**config.mk**
```make
export PLATFORM = sky130hd
export DESIGN_NAME = adc_avg_seq_flat
export DESIGN_NICKNAME = d
export VERILOG_FILES = /design/src/rtl/adc_avg_seq_if.sv /design/src/rtl/adc_avg_seq.sv /design/src/flat_wrapper.sv
export SDC_FILE = /design/constraint.sdc
export NUM_CORES = 1
export LEC_CHECK = 0
export BUFFER_PORTS_ARGS = -buffer_cell sky130_fd_sc_hd__buf_4
export CORE_MARGIN = 5
export CORE_UTILIZATION = 45
export CTS_CLUSTER_SIZE = 40
export DETAILED_ROUTE_END_ITERATION = 16
export GPL_TIMING_DRIVEN = 1
export PLACE_DENSITY = 0.67
export SETUP_SLACK_MARGIN = 0.05
export SYNTH_ARGS = -nofsm -noshare
export SYNTH_HDL_FRONTEND = slang
export SYNTH_SLANG_ARGS = --single-unit
```
**constraint.sdc**
```tcl
create_clock -name clk_i -period 3.05 [get_ports clk_i]
set_clock_uncertainty 0.1 [all_clocks]
set_input_delay 0.915 -clock clk_i [delete_from_list [all_inputs] [get_ports clk_i]]
set_output_delay 0.915 -clock clk_i [all_outputs]
set_load 0.005 [all_outputs]
```
**src/rtl/adc_avg_seq_if.sv**
```systemverilog
// rtl/adc_avg_seq_if.sv - handshake/data bundle between a burst client, the averager and the conversion top (ADC_MINMAX_EN adds min/max)
interface adc_avg_seq_if #(
  parameter int DATA_W = 12
);
  logic              run_i;
  logic              eoconv_i;
  logic [DATA_W-1:0] adc_data_i;
  logic              start_o;
  logic              busy_o;
  logic [DATA_W-1:0] avg_o;
  logic              avg_valid_o;
  logic              timeout_o;
`ifdef ADC_MINMAX_EN
  logic [DATA_W-1:0] min_o;
  logic [DATA_W-1:0] max_o;
`endif

  modport master (
    output run_i, eoconv_i, adc_data_i,
    input  start_o, busy_o, avg_o, avg_valid_o, timeout_o
`ifdef ADC_MINMAX_EN
    , input min_o, max_o
`endif
  );

  modport slave (
    input  run_i, eoconv_i, adc_data_i,
    output start_o, busy_o, avg_o, avg_valid_o, timeout_o
`ifdef ADC_MINMAX_EN
    , output min_o, max_o
`endif
  );
endinterface

```
**src/rtl/adc_avg_seq.sv**
```systemverilog
// rtl/adc_avg_seq.sv - burst sequencer issuing 2^LOG2_N conversions and reporting their truncated mean (ADC_MINMAX_EN adds min/max)
module adc_avg_seq #(
  parameter int DATA_W      = 12,
  parameter int LOG2_N      = 4,
  parameter int GAP_CYC     = 100,
  parameter int TIMEOUT_CYC = 4096
) (
  input  logic           clk_i,
  input  logic           rst_i,
  adc_avg_seq_if.slave   bus
);
  localparam int ACC_W   = DATA_W + LOG2_N;
  localparam int CNT_MAX = (TIMEOUT_CYC > GAP_CYC) ? TIMEOUT_CYC : GAP_CYC;
  localparam int CNT_W   = $clog2(CNT_MAX + 1);

  typedef enum logic [2:0] {S_IDLE, S_TRIG, S_WAIT, S_GAP, S_DONE, S_ABORT} state_t;

  state_t             state_q, state_d;
  logic               eoconv_q;
  logic [ACC_W-1:0]   acc_q;
  logic [ACC_W-1:0]   acc_next;
  logic [LOG2_N-1:0]  smp_cnt_q;
  logic [CNT_W-1:0]   cyc_cnt_q;
  logic [DATA_W-1:0]  avg_q;
  logic               timeout_q;
  logic               ev;
  logic               last_smp;
  logic               tmo_hit;
  logic               gap_hit;

  assign ev       = bus.eoconv_i & ~eoconv_q;
  assign last_smp = (smp_cnt_q == {LOG2_N{1'b1}});
  assign tmo_hit  = (cyc_cnt_q == CNT_W'(TIMEOUT_CYC - 1));
  assign gap_hit  = (cyc_cnt_q == CNT_W'(GAP_CYC - 1));
  assign acc_next = acc_q + ACC_W'(bus.adc_data_i);

  always_ff @(posedge clk_i) begin
    if (rst_i) state_q <= S_IDLE;
    else       state_q <= state_d;
  end

  always_comb begin
    state_d = state_q;
    case (state_q)
      S_IDLE:  if (bus.run_i) state_d = S_TRIG;
      S_TRIG:  state_d = S_WAIT;
      // A sample arriving on the timeout terminal count is still accepted.
      S_WAIT: begin
        if (ev)           state_d = last_smp ? S_DONE : S_GAP;
        else if (tmo_hit) state_d = S_ABORT;
      end
      S_GAP:   if (gap_hit) state_d = S_TRIG;
      S_DONE:  state_d = S_IDLE;
      S_ABORT: state_d = S_IDLE;
      default: state_d = S_IDLE;
    endcase
  end

`ifdef ADC_MINMAX_EN
  logic [DATA_W-1:0] min_q, max_q, min_trk_q, max_trk_q;
  logic [DATA_W-1:0] min_next, max_next;

  // The first sample of a burst seeds both trackers.
  assign min_next = (smp_cnt_q == '0 || bus.adc_data_i < min_trk_q) ? bus.adc_data_i : min_trk_q;
  assign max_next = (smp_cnt_q == '0 || bus.adc_data_i > max_trk_q) ? bus.adc_data_i : max_trk_q;

  always_ff @(posedge clk_i) begin
    if (rst_i) begin
      min_q     <= '0;
      max_q     <= '0;
      min_trk_q <= '0;
      max_trk_q <= '0;
    end else if (state_q == S_WAIT && ev) begin
      min_trk_q <= min_next;
      max_trk_q <= max_next;
      if (last_smp) begin
        min_q <= min_next;
        max_q <= max_next;
      end
    end
  end

  assign bus.min_o = min_q;
  assign bus.max_o = max_q;
`endif

  always_ff @(posedge clk_i) begin
    if (rst_i) begin
      eoconv_q  <= 1'b0;
      acc_q     <= '0;
      smp_cnt_q <= '0;
      cyc_cnt_q <= '0;
      avg_q     <= '0;
      timeout_q <= 1'b0;
    end else begin
      eoconv_q <= bus.eoconv_i;
      case (state_q)
        S_IDLE: begin
          if (bus.run_i) begin
            acc_q     <= '0;
            smp_cnt_q <= '0;
            timeout_q <= 1'b0;
          end
        end
        S_TRIG: cyc_cnt_q <= '0;
        S_WAIT: begin
          if (ev) begin
            acc_q     <= acc_next;
            smp_cnt_q <= smp_cnt_q + 1'b1;
            cyc_cnt_q <= '0;
            // Mean taken from the updated sum so the final sample is included.
            if (last_smp) avg_q <= acc_next[ACC_W-1:LOG2_N];
          end else begin
            cyc_cnt_q <= cyc_cnt_q + 1'b1;
          end
        end
        S_GAP:   cyc_cnt_q <= cyc_cnt_q + 1'b1;
        S_ABORT: timeout_q <= 1'b1;
        default: ;
      endcase
    end
  end

  assign bus.start_o     = (state_q == S_TRIG);
  assign bus.busy_o      = (state_q != S_IDLE);
  assign bus.avg_valid_o = (state_q == S_DONE);
  assign bus.avg_o       = avg_q;
  assign bus.timeout_o   = timeout_q;
endmodule

```
**src/flat_wrapper.sv**
```systemverilog
// flat-port wrapper written by rule: the top's interface ports become plain ports
module adc_avg_seq_flat 
#(
  parameter int DATA_W      = 12,
  parameter int LOG2_N      = 4,
  parameter int GAP_CYC     = 100,
  parameter int TIMEOUT_CYC = 4096
)
  (clk_i, rst_i, bus_run_i, bus_eoconv_i, bus_adc_data_i, bus_start_o, bus_busy_o, bus_avg_o, bus_avg_valid_o, bus_timeout_o);
  adc_avg_seq_if #(.DATA_W(DATA_W)) bus_i ();
  input  logic clk_i;
  input  logic rst_i;
  input wire logic [$bits(bus_i.run_i)-1:0] bus_run_i;
  input wire logic [$bits(bus_i.eoconv_i)-1:0] bus_eoconv_i;
  input wire logic [$bits(bus_i.adc_data_i)-1:0] bus_adc_data_i;
  output wire logic [$bits(bus_i.start_o)-1:0] bus_start_o;
  output wire logic [$bits(bus_i.busy_o)-1:0] bus_busy_o;
  output wire logic [$bits(bus_i.avg_o)-1:0] bus_avg_o;
  output wire logic [$bits(bus_i.avg_valid_o)-1:0] bus_avg_valid_o;
  output wire logic [$bits(bus_i.timeout_o)-1:0] bus_timeout_o;
  assign bus_i.run_i = bus_run_i;
  assign bus_i.eoconv_i = bus_eoconv_i;
  assign bus_i.adc_data_i = bus_adc_data_i;
  assign bus_start_o = bus_i.start_o;
  assign bus_busy_o = bus_i.busy_o;
  assign bus_avg_o = bus_i.avg_o;
  assign bus_avg_valid_o = bus_i.avg_valid_o;
  assign bus_timeout_o = bus_i.timeout_o;
  adc_avg_seq #(.DATA_W(DATA_W), .LOG2_N(LOG2_N), .GAP_CYC(GAP_CYC), .TIMEOUT_CYC(TIMEOUT_CYC)) u_core (.clk_i(clk_i), .rst_i(rst_i), .bus(bus_i));
endmodule
```
==> results.md, run 1 <==
- Highest-count cells in the layout ignoring fill and taps: 50 x dfxtp_1, 44 x nor2_1, 40 x buf_4
- Post-synth EDFFs: 0
- Slew Viols, Final: 0
- CP Capture Type: flop
- Syn_nets: 365
- GRT Overall Usage: 17.3%
- Cell taking the most area after synthesis: dfxtp_1
- Layout area overhead: 14.3%
- M1 GR Usage: 24.6%
- # DRC: 0
- Status: complete, no violations
- Final nets: 395
- Crit path kind: in2reg
- # hold bufs at CTS: 0
- Setup-failing EPs final: 0
- Fmax achieved: 360 MHz
- Vias: 2,446
- Clk slew on worst S/H paths: 0.09 ns
- R2R Setup Slk: 0.62 ns
- Num CTS Buffers: 5
- Iteration-0 DRC Markers: 140
- Row count: 28
- ANT cells: 0
- Total Wirelength: 6220 µm
- Lkg Pwr: 1.19 nW
- Worst r2r src: u_core.acc_q[0]
- Met2 usage: 27.7%
- DR WL/cell: 14.1 µm
- Worst slew margin: 61.4%
- Ys Warns: 0
- WP data arrival: 2.88 ns
- Largest net degree at the start of global routing: 42
- Gate Count Post-Synth: 334
- Setup Slack @ Placement: 0.00613 ns
- Max_cap viols: 0
- Clock Tree Buf Depth: 2
- Clock Tree Root: clkbuf_8
- Crit path max fanout: 4
- Ranking of synthesized cells by area: dfxtp_1 36%, ha_1 6.3%, nor2_1 6.0%, nand2_1 4.7%, a21oi_1 3.8%
- Period Utilization, post-route: 91.0%
- GR peak layer: met2
- Initial antenna violation count: 0
- CP Launch Type: input pin
- #FFs+latches synth: 50
- Initial Util: 46.5%
- Clk_lat worst skew: 0.30 ns
- Vias in the first global route: 2,367
- First-pass GRT wire length: 11,000 µm
- Hold Vio Cnt, Final: 0
- Num ports: 32
- Distinct cell type count after synthesis: 53
- Primary FF master, synth: dfxtp_1
- Register area share after synthesis: 36.2%
- Most common cell after layout, fill and taps aside: dfxtp_1
- Gpl congestion: 0.886
- DIE HEIGHT: 88.4 µm
- Worst Setup EP: u_core.acc_q[12]
- PD cells: 472 nW/µm²
- Core Region: 5960 µm²
- Worst Path Required: 3.15 ns
- Fill cell count: 597
- Ys async rst share: 0%
- Worst Slack Setup Final: 0.273 ns
- Layout cell share with drive strength beyond 1: 15.6%
- Vias per inst: 5.56
- R2r worst-path depth: 9
- CTS tree: yes
- Top-area cell type share of the netlist area: 36.2%
- First-pass DRT Iterations: 4
- PortBufs: 31
- Synth Area per Inst: 8.29 µm²
- Worst setup path startpoint: bus_adc_data_i[0]
- Peak supply drop: 0.000237 V
- Worst hold path type: reg2reg
- H-tree levels: 2
- FF-to-FF End: u_core.acc_q[12]
- Antenna Nets Post-Route: 0
- Met3 Use GR: 2.33%
- Global route overflow: 0
- Post-Syn Area: 2770 µm²
- Final min period: 2.78 ns
- Worst Max-Slew Pin Slew: 0.576 ns
- Die X: 88.4 µm
- RSZ-0062 raised after global routing: no
- Full die area: 7820 µm²
- Setup Fix Bufs, Post-CTS: 0
- Final HPWL DP: 4520 µm
- Fin Setup TNS: 0 ns
- # resized after CTS: 0
- Clock sinks: 50
==> layout make-up <==
type	instances	area, µm²	area share, %
multi-input combinational	259	1630	51.6
tap	75	93.8	2.97
clock buffer	7	76.3	2.41
sequential	50	1000	31.6
timing repair buffer	40	300	9.49
clock inverter	1	30.0	0.949
inverter	8	30.0	0.949
==> critical path: stages <==
cell	delay [ns]
buf_4	0.08
ha_1	0.15
inv_1	0.05
fa_1	0.40
nor2b_1	0.16
o31a_2	0.18
o21ai_1	0.11
o21ai_0	0.38
a21oi_1	0.14
a311oi_1	0.30
==> where the power goes <==
group	total, mW	switching [mW]	internal, mW	leakage (nW)
sequential	0.702	0.0285	0.673	0.404
combinational	0.325	0.199	0.127	0.733
clock	0.466	0.220	0.246	0.0524
==> routing by layer <==
layer  routed length [µm]  part of all wire, %
met1                 3230                   52
met2                 2730                   44
met3                  211                  3.4
met4                   48                 0.77
met5                    0                    0
==> stage by stage <==
step / hold WS, ns / total power [mW] / cell area (µm²) / instances / utilization [%]
floorplan: 0.349 / 0.944 / 2770 / 334 / -
global placement: 0.343 / 1.04 / 3060 / 432 / 51.3
detailed placement: 0.348 / 1.04 / 3060 / 432 / 51.3
CTS: 0.362 / 1.51 / 3160 / 440 / 53.1
global route: 0.385 / 1.58 / 3160 / 440 / 53.1
finish: 0.358 / 1.49 / 3160 / 440 / 53.1
==> cell families after synthesis <==
| logic type | Yosys count | share of synthesized area (%) |
|---|---|---|
| AOI/OAI and AO/OA | 87 | 21.2 |
| and+or+nand+nor | 136 | 24.0 |
| adders and majority gates | 15 | 7.05 |
| xor gates and xnor gates | 19 | 6.01 |
| muxes | 2 | 0.768 |
| DFF | 50 | 36.2 |
| buffers and inverters | 25 | 4.88 |
==> flip-flops by register name (all words and copies together), names as in the netlist <==
signal / count
u_core.bus.timeout_o: 1
u_core.cyc_cnt_q: 13
u_core.eoconv_q: 1
u_core.acc_q: 16
u_core.bus.avg_o: 12
u_core.state_q: 3
u_core.smp_cnt_q: 4
==> worst min-delay path by stage <==
stage,from,to,cells past startpoint
2_1_floorplan,u_core.acc_q[6],u_core.acc_q[6],2
3_3_place_gp,u_core.bus.avg_o[3],u_core.bus.avg_o[3],2
3_5_place_dp,u_core.bus.avg_o[3],u_core.bus.avg_o[3],2
4_1_cts,u_core.bus.avg_o[3],u_core.bus.avg_o[3],2
5_1_grt,u_core.bus.avg_o[5],u_core.bus.avg_o[5],2
6_report,u_core.bus.avg_o[3],u_core.bus.avg_o[3],2
==> Yosys cell counts (2+ instances only) <==
| cell | number |
|---|---|
| a211oi_1 | 9 |
| a21boi_0 | 2 |
| a21o_1 | 2 |
| a21oi_1 | 21 |
| a22oi_1 | 10 |
| a311oi_1 | 6 |
| a31oi_1 | 3 |
| and3_1 | 2 |
| buf_2 | 6 |
| clkbuf_1 | 7 |
| clkbuf_8 | 3 |
| dfxtp_1 | 50 |
| ha_1 | 14 |
| inv_1 | 8 |
| nand2_1 | 35 |
| nand2b_1 | 3 |
| nand3_1 | 14 |
| nand4_1 | 12 |
| nor2_1 | 44 |
| nor2b_1 | 3 |
| nor3_1 | 4 |
| nor4b_1 | 2 |
| o211ai_1 | 3 |
| o21a_1 | 3 |
| o21ai_0 | 15 |
| o31ai_1 | 2 |
| or3_1 | 6 |
| or4_1 | 3 |
| xnor2_1 | 9 |
| xor2_1 | 10 |
No activity file was read; power rests on OpenSTA's default activity.
==> run 2: changes to the inputs <==
PLACE_DENSITY = not set   (was 0.67)
==> results.md, run 2 (synthesis results as in run 1) <==
- Lkg Pwr: 1.23 nW (was 1.19 nW)
- Largest net degree at the start of global routing: 42 (unchanged)
- First-pass GRT wire length: 10,900 µm (was 11,000 µm)
- PortBufs: 31 (unchanged)
- Worst r2r src: u_core.acc_q[0] (unchanged)
- Hold Crit Depth: 2 (unchanged)
- Gpl congestion: 0.894 (was 0.886)
- FF-to-FF End: u_core.bus.avg_o[10] (was u_core.acc_q[12])
- Crit path kind: in2reg (unchanged)
- DR WL/cell: 14.8 µm (was 14.1 µm)
- Clock sinks: 50 (unchanged)
- HP Start: u_core.bus.avg_o[0] (was u_core.bus.avg_o[3])
- PD cells: 501 nW/µm² (was 472 nW/µm²)
- Clock Tree Root: clkbuf_8 (unchanged)
- Most common cell after layout, fill and taps aside: dfxtp_1 (unchanged)
- Worst Path Required: 3.17 ns (was 3.15 ns)
- Peak supply drop: 0.000221 V (was 0.000237 V)
- Global route overflow: 0 (unchanged)
- GRT Overall Usage: 17.9% (was 17.3%)
- Layout area overhead: 17.1% (was 14.3%)
- Slew Viols, Final: 0 (unchanged)
- Iteration-0 DRC Markers: 151 (was 140)
- Initial antenna violation count: 0 (unchanged)
- Setup-failing EPs final: 0 (unchanged)
- DIE HEIGHT: 88.4 µm (unchanged)
- # hold bufs at CTS: 0 (unchanged)
- Biggest register: u_core.acc_q (unchanged)
- Met3 Use GR: 3.91% (was 2.33%)
- R2r worst-path depth: 9 (unchanged)
- Vias: 2,513 (was 2,446)
- Worst hold path type: reg2reg (unchanged)
- # DRC: 0 (unchanged)
- Worst slew margin: 61.8% (was 61.4%)
- Period Utilization, post-route: 90.2% (was 91.0%)
- Status: complete, no violations (unchanged)
- WP buf/inv: 2 (unchanged)
- Final min period: 2.75 ns (was 2.78 ns)
- Crit path largest cell delay: 0.40 ns (about the same)
- Max_cap viols: 0 (unchanged)
- Full die area: 7820 µm² (unchanged)
- Final HPWL DP: 4700 µm (was 4520 µm)
- Final instance area: 3240 µm² (was 3160 µm²)
- Final nets: 399 (was 395)
- Final Util: 54.5% (was 53.1%)
- Setup Fix Bufs, Post-CTS: 0 (unchanged)
- Initial Util: 46.5% (unchanged)
- GR peak layer: met2 (unchanged)
- Row count: 28 (unchanged)
- Hold Vio Cnt, Final: 0 (unchanged)
- Met2 usage: 27.0% (was 27.7%)
- Highest-count cells in the layout ignoring fill and taps: 50 x dfxtp_1, 44 x nor2_1, 43 x buf_4 (was 50 x dfxtp_1, 44 x nor2_1, 40 x buf_4)
- H-tree levels: 2 (unchanged)
- Fill cell count: 582 (was 597)
- # resized after CTS: 0 (unchanged)
- Layout cell share with drive strength beyond 1: 17.1% (was 15.6%)
- M1 GR Usage: 25.6% (was 24.6%)
- CP max stage cell: fa_1 (unchanged)
- Num ports: 32 (unchanged)
- Fmax achieved: 363 MHz (was 360 MHz)
- Core Region: 5960 µm² (unchanged)
- Antenna Nets Post-Route: 0 (unchanged)
- Crit path max fanout: 4 (unchanged)
- Total Wirelength: 6570 µm (was 6220 µm)
- Clk_lat worst skew: 0.31 ns (was 0.30 ns)
- CTS tree: yes (unchanged)
- Worst Max-Slew Pin Slew: 0.569 ns (was 0.576 ns)
- Clk slew on worst S/H paths: 0.09 ns (about the same)
- Flip-flop count of the largest register after layout: 16 (unchanged)
- CP Capture Type: flop (unchanged)
- CP Launch Type: input pin (unchanged)
- Worst Hold End: u_core.bus.avg_o[0] (was u_core.bus.avg_o[3])
- First-pass DRT Iterations: 5 (was 4)
- RSZ-0062 raised after global routing: no (unchanged)
- Clock Tree Buf Depth: 2 (unchanged)
- Vias in the first global route: 2,308 (was 2,367)
- Num CTS Buffers: 5 (unchanged)
- Critical path, cell by cell: buf_4, ha_1, inv_1, fa_1, nor2b_1, o31a_2, o21ai_1, o21a_1, or3_1, a311oi_1 (was buf_4, ha_1, inv_1, fa_1, nor2b_1, o31a_2, o21ai_1, o21ai_0, a21oi_1, a311oi_1)
- R2R Setup Slk: 0.63 ns (was 0.62 ns)
- Vias per inst: 5.66 (was 5.56)
- CP top delay family: compound AO/OA/AOI/OAI gates (unchanged)
- Placed Area: 3100 µm² (was 3060 µm²)
- WP data arrival: 2.87 ns (was 2.88 ns)
- Die X: 88.4 µm (unchanged)
- ANT cells: 0 (unchanged)
run 2: cell count changes in the layout (fill, tap and decap cells not counted):
cell       previous run  this run
clkbuf_8              5         6
bufinv_16             1         2
clkbuf_1              2         0
buf_12                0         1
buf_4                40        43
run 2: power by group:
group,leakage (nW),switching (mW),internal [mW]
combinational,0.756,0.205,0.136
clock,0.0714,0.229,0.350
sequential,0.404,0.0296,0.673
total,1.23,0.464,1.16
run 2: worst max path at each step:
stage	start	to	cells after the start
2_1_floorplan	bus_adc_data_i[0]	u_core.bus.avg_o[10]	9
4_1_cts	bus_adc_data_i[0]	u_core.bus.avg_o[10]	10
3_5_place_dp	bus_adc_data_i[0]	u_core.bus.avg_o[10]	10
3_3_place_gp	bus_adc_data_i[1]	u_core.acc_q[11]	8
6_report	bus_adc_data_i[0]	u_core.bus.avg_o[10]	10
5_1_grt	bus_adc_data_i[0]	u_core.bus.avg_o[10]	10
run 2: tightest hold or removal path: stages, from the launching register on:
cell and delay (ns):
dfxtp_1 0.32, nand2_1 0.05, a21oi_1 0.06
run 2: through the flow:
step           setup slack, ns  total power, mW  setup TNS, ns  std cells  hold WS [ns]
2_1_floorplan            0.187            0.944              0        334         0.349
3_3_place_gp            0.0456             1.06              0        436         0.345
3_5_place_dp           -0.0148             1.06        -0.0148        436         0.356
4_1_cts                  0.317             1.64              0        444         0.373
5_1_grt                  0.159             1.71              0        444         0.394
6_report                 0.298             1.62              0        444         0.369
run 2: final cells by class:
| class | count | area, µm² | area share (%) |
|---|---|---|---|
| clock inverters | 2 | 60.1 | 1.85 |
| multi-input cells | 259 | 1630 | 50.3 |
| repair buffers | 44 | 343 | 10.6 |
| inverters | 8 | 30.0 | 0.926 |
| flip-flops and latches | 50 | 1000 | 30.9 |
| well taps | 75 | 93.8 | 2.89 |
| clock buffers | 6 | 82.6 | 2.55 |
run 2: per-layer routing:
metal	share of wire, %	vias up
li1	-	1284
met1	52	1173
met2	42	48
met3	4.8	8
met4	1.3	0
met5	0	-
==> run 3: changes to the inputs <==
REMOVE_ABC_BUFFERS = 1   (was not set)
==> results.md, run 3 (synthesis results as in run 1) <==
- DR WL/cell: 14.7 µm (was 14.8 µm)
- First-pass DRT Iterations: 4 (was 5)
- RSZ-0062 raised after global routing: no (unchanged)
- Row count: 28 (unchanged)
- Crit path largest cell delay: 0.35 ns (was 0.40 ns)
- ANT cells: 0 (unchanged)
- Flip-flop count of the largest register after layout: 16 (unchanged)
- First-pass GRT wire length: 11,300 µm (was 10,900 µm)
- Critical path, cell by cell: buf_4, ha_1, a211oi_1, o211ai_1, a21boi_0, a21oi_1, nor4b_1, a311o_1 (was buf_4, ha_1, inv_1, fa_1, nor2b_1, o31a_2, o21ai_1, o21a_1, or3_1, a311oi_1)
- Hold Crit Depth: 2 (unchanged)
- # DRC: 0 (unchanged)
- Status: complete, no violations (unchanged)
- WP data arrival: 2.87 ns (about the same)
- Peak supply drop: 0.000232 V (was 0.000221 V)
- Crit path max fanout: 3 (was 4)
- Worst r2r src: u_core.acc_q[0] (unchanged)
- Clock Tree Root: clkbuf_8 (unchanged)
- Full die area: 7820 µm² (unchanged)
- CP Capture Type: flop (unchanged)
- # hold bufs at CTS: 0 (unchanged)
- CP top delay family: compound AO/OA/AOI/OAI gates (unchanged)
- CTS tree: yes (unchanged)
- Vias per inst: 5.60 (was 5.66)
- Worst Slack Setup Final: 0.287 ns (was 0.298 ns)
- Antenna Nets Post-Route: 0 (unchanged)
- Setup-failing EPs final: 0 (unchanged)
- Worst Path Required: 3.16 ns (was 3.17 ns)
- HP Start: u_core.bus.avg_o[3] (was u_core.bus.avg_o[0])
- Initial Util: 46.5% (unchanged)
- FF-to-FF End: u_core.bus.avg_o[10] (unchanged)
- Num ports: 32 (unchanged)
- R2r worst-path depth: 9 (unchanged)
- WP buf/inv: 1 (was 2)
- Num CTS Buffers: 5 (unchanged)
- Post-Layout Cell Count: 443 (was 444)
- DIE HEIGHT: 88.4 µm (unchanged)
- Worst slew margin: 63.6% (was 61.8%)
- Final HPWL DP: 4770 µm (was 4700 µm)
- Clk slew on worst S/H paths: 0.10 ns (was 0.09 ns)
- Most common cell after layout, fill and taps aside: dfxtp_1 (unchanged)
- PortBufs: 31 (unchanged)
- Clock Tree Buf Depth: 2 (unchanged)
- R2R Setup Slk: 0.63 ns (about the same)
- Worst Max-Slew Pin Slew: 0.543 ns (was 0.569 ns)
- Core Region: 5960 µm² (unchanged)
- H-tree levels: 2 (unchanged)
- Clock sinks: 50 (unchanged)
- Worst hold path type: reg2reg (unchanged)
- Die X: 88.4 µm (unchanged)
- Total Wirelength: 6510 µm (was 6570 µm)
- Clk_lat worst skew: 0.31 ns (about the same)
- # resized after CTS: 0 (unchanged)
- Lkg Pwr: 1.22 nW (was 1.23 nW)
- Vias in the first global route: 2,399 (was 2,308)
- GRT Overall Usage: 18.2% (was 17.9%)
- Gpl congestion: 0.852 (was 0.894)
- Layout cell share with drive strength beyond 1: 16.8% (was 17.1%)
- CP Launch Type: input pin (unchanged)
- Final Util: 54.0% (was 54.5%)
- Fmax achieved: 362 MHz (was 363 MHz)
- Initial antenna violation count: 0 (unchanged)
- Setup Slack @ Placement: -0.0186 ns (was -0.0148 ns)
- Slew Viols, Final: 0 (unchanged)
- Iteration-0 DRC Markers: 127 (was 151)
- Global route overflow: 0 (unchanged)
- Largest net degree at the start of global routing: 28 (was 42)
- Period Utilization, post-route: 90.6% (was 90.2%)
- Layout area overhead: 16.2% (was 17.1%)
- CP max stage cell: a21boi_0 (was fa_1)
- Max_cap viols: 0 (unchanged)
- Biggest register: u_core.acc_q (unchanged)
- Placed Cells: 435 (was 436)
- Hold Vio Cnt, Final: 0 (unchanged)
- Setup Fix Bufs, Post-CTS: 0 (unchanged)
- Worst Hold End: u_core.bus.avg_o[3] (was u_core.bus.avg_o[0])
- Vias: 2,482 (was 2,513)
- PD cells: 497 nW/µm² (was 501 nW/µm²)
- Highest-count cells in the layout ignoring fill and taps: 50 x dfxtp_1, 44 x nor2_1, 43 x buf_4 (unchanged)
- Final min period: 2.76 ns (was 2.75 ns)
- Final nets: 398 (was 399)
- Crit path kind: in2reg (unchanged)
## run 3: cell types whose count changed in the layout (fill, tap and decap cells not counted), sizes merged
cell    before  now
buf         44   43
clkbuf       6    5
clkinv       0    1
## run 3: layout make-up
class,count,area [µm²]
clock buffers,5,68.8
repair buffers,43,323
well taps,75,93.8
inverters,8,30.0
multi-input cells,259,1630
flip-flops and latches,50,1000
fillers,603,2740
clock inverters,3,68.8
## run 3: how the worst max path moves through the flow
stage | depth (start not counted) | slack (ns) | start | end
6_report | 8 | 0.29 | bus_adc_data_i[1] | u_core.acc_q[11]
5_1_grt | 10 | 0.17 | bus_adc_data_i[0] | u_core.bus.avg_o[10]
4_1_cts | 8 | 0.30 | bus_adc_data_i[1] | u_core.acc_q[11]
3_5_place_dp | 10 | -0.02 | bus_adc_data_i[0] | u_core.bus.avg_o[10]
3_3_place_gp | 10 | 0.04 | bus_adc_data_i[0] | u_core.bus.avg_o[10]
2_1_floorplan | 9 | 0.19 | bus_adc_data_i[0] | u_core.bus.avg_o[10]
## run 3: layer usage
metal | global-route usage, % | vias up | part of all wire, %
met5 | 0 | - | 0
met4 | 4.95 | 0 | 1.2
met3 | 2.42 | 7 | 3.8
met2 | 28.6 | 38 | 43
met1 | 26.2 | 1154 | 52
li1 | - | 1283 | -
## run 3: power by group
group	internal (mW)	leakage [nW]	switching (mW)
Combinational	0.134	0.749	0.204
Sequential	0.673	0.404	0.0290
Clock	0.329	0.0683	0.230
## run 3: worst min-delay path, stage by stage (launching register included)
cell     delay [ns]
dfxtp_1        0.32
nand2_1        0.05
a21oi_1        0.05
## run 3: through the flow
stage / hold slack (ns) / power [mW] / area, µm² / TNS (ns)
2_1_floorplan: 0.347 / 0.920 / 2660 / 0
3_3_place_gp: 0.343 / 1.05 / 3080 / 0
3_5_place_dp: 0.352 / 1.05 / 3080 / -0.0186
4_1_cts: 0.365 / 1.62 / 3220 / 0
5_1_grt: 0.384 / 1.69 / 3220 / 0
6_report: 0.360 / 1.60 / 3220 / 0
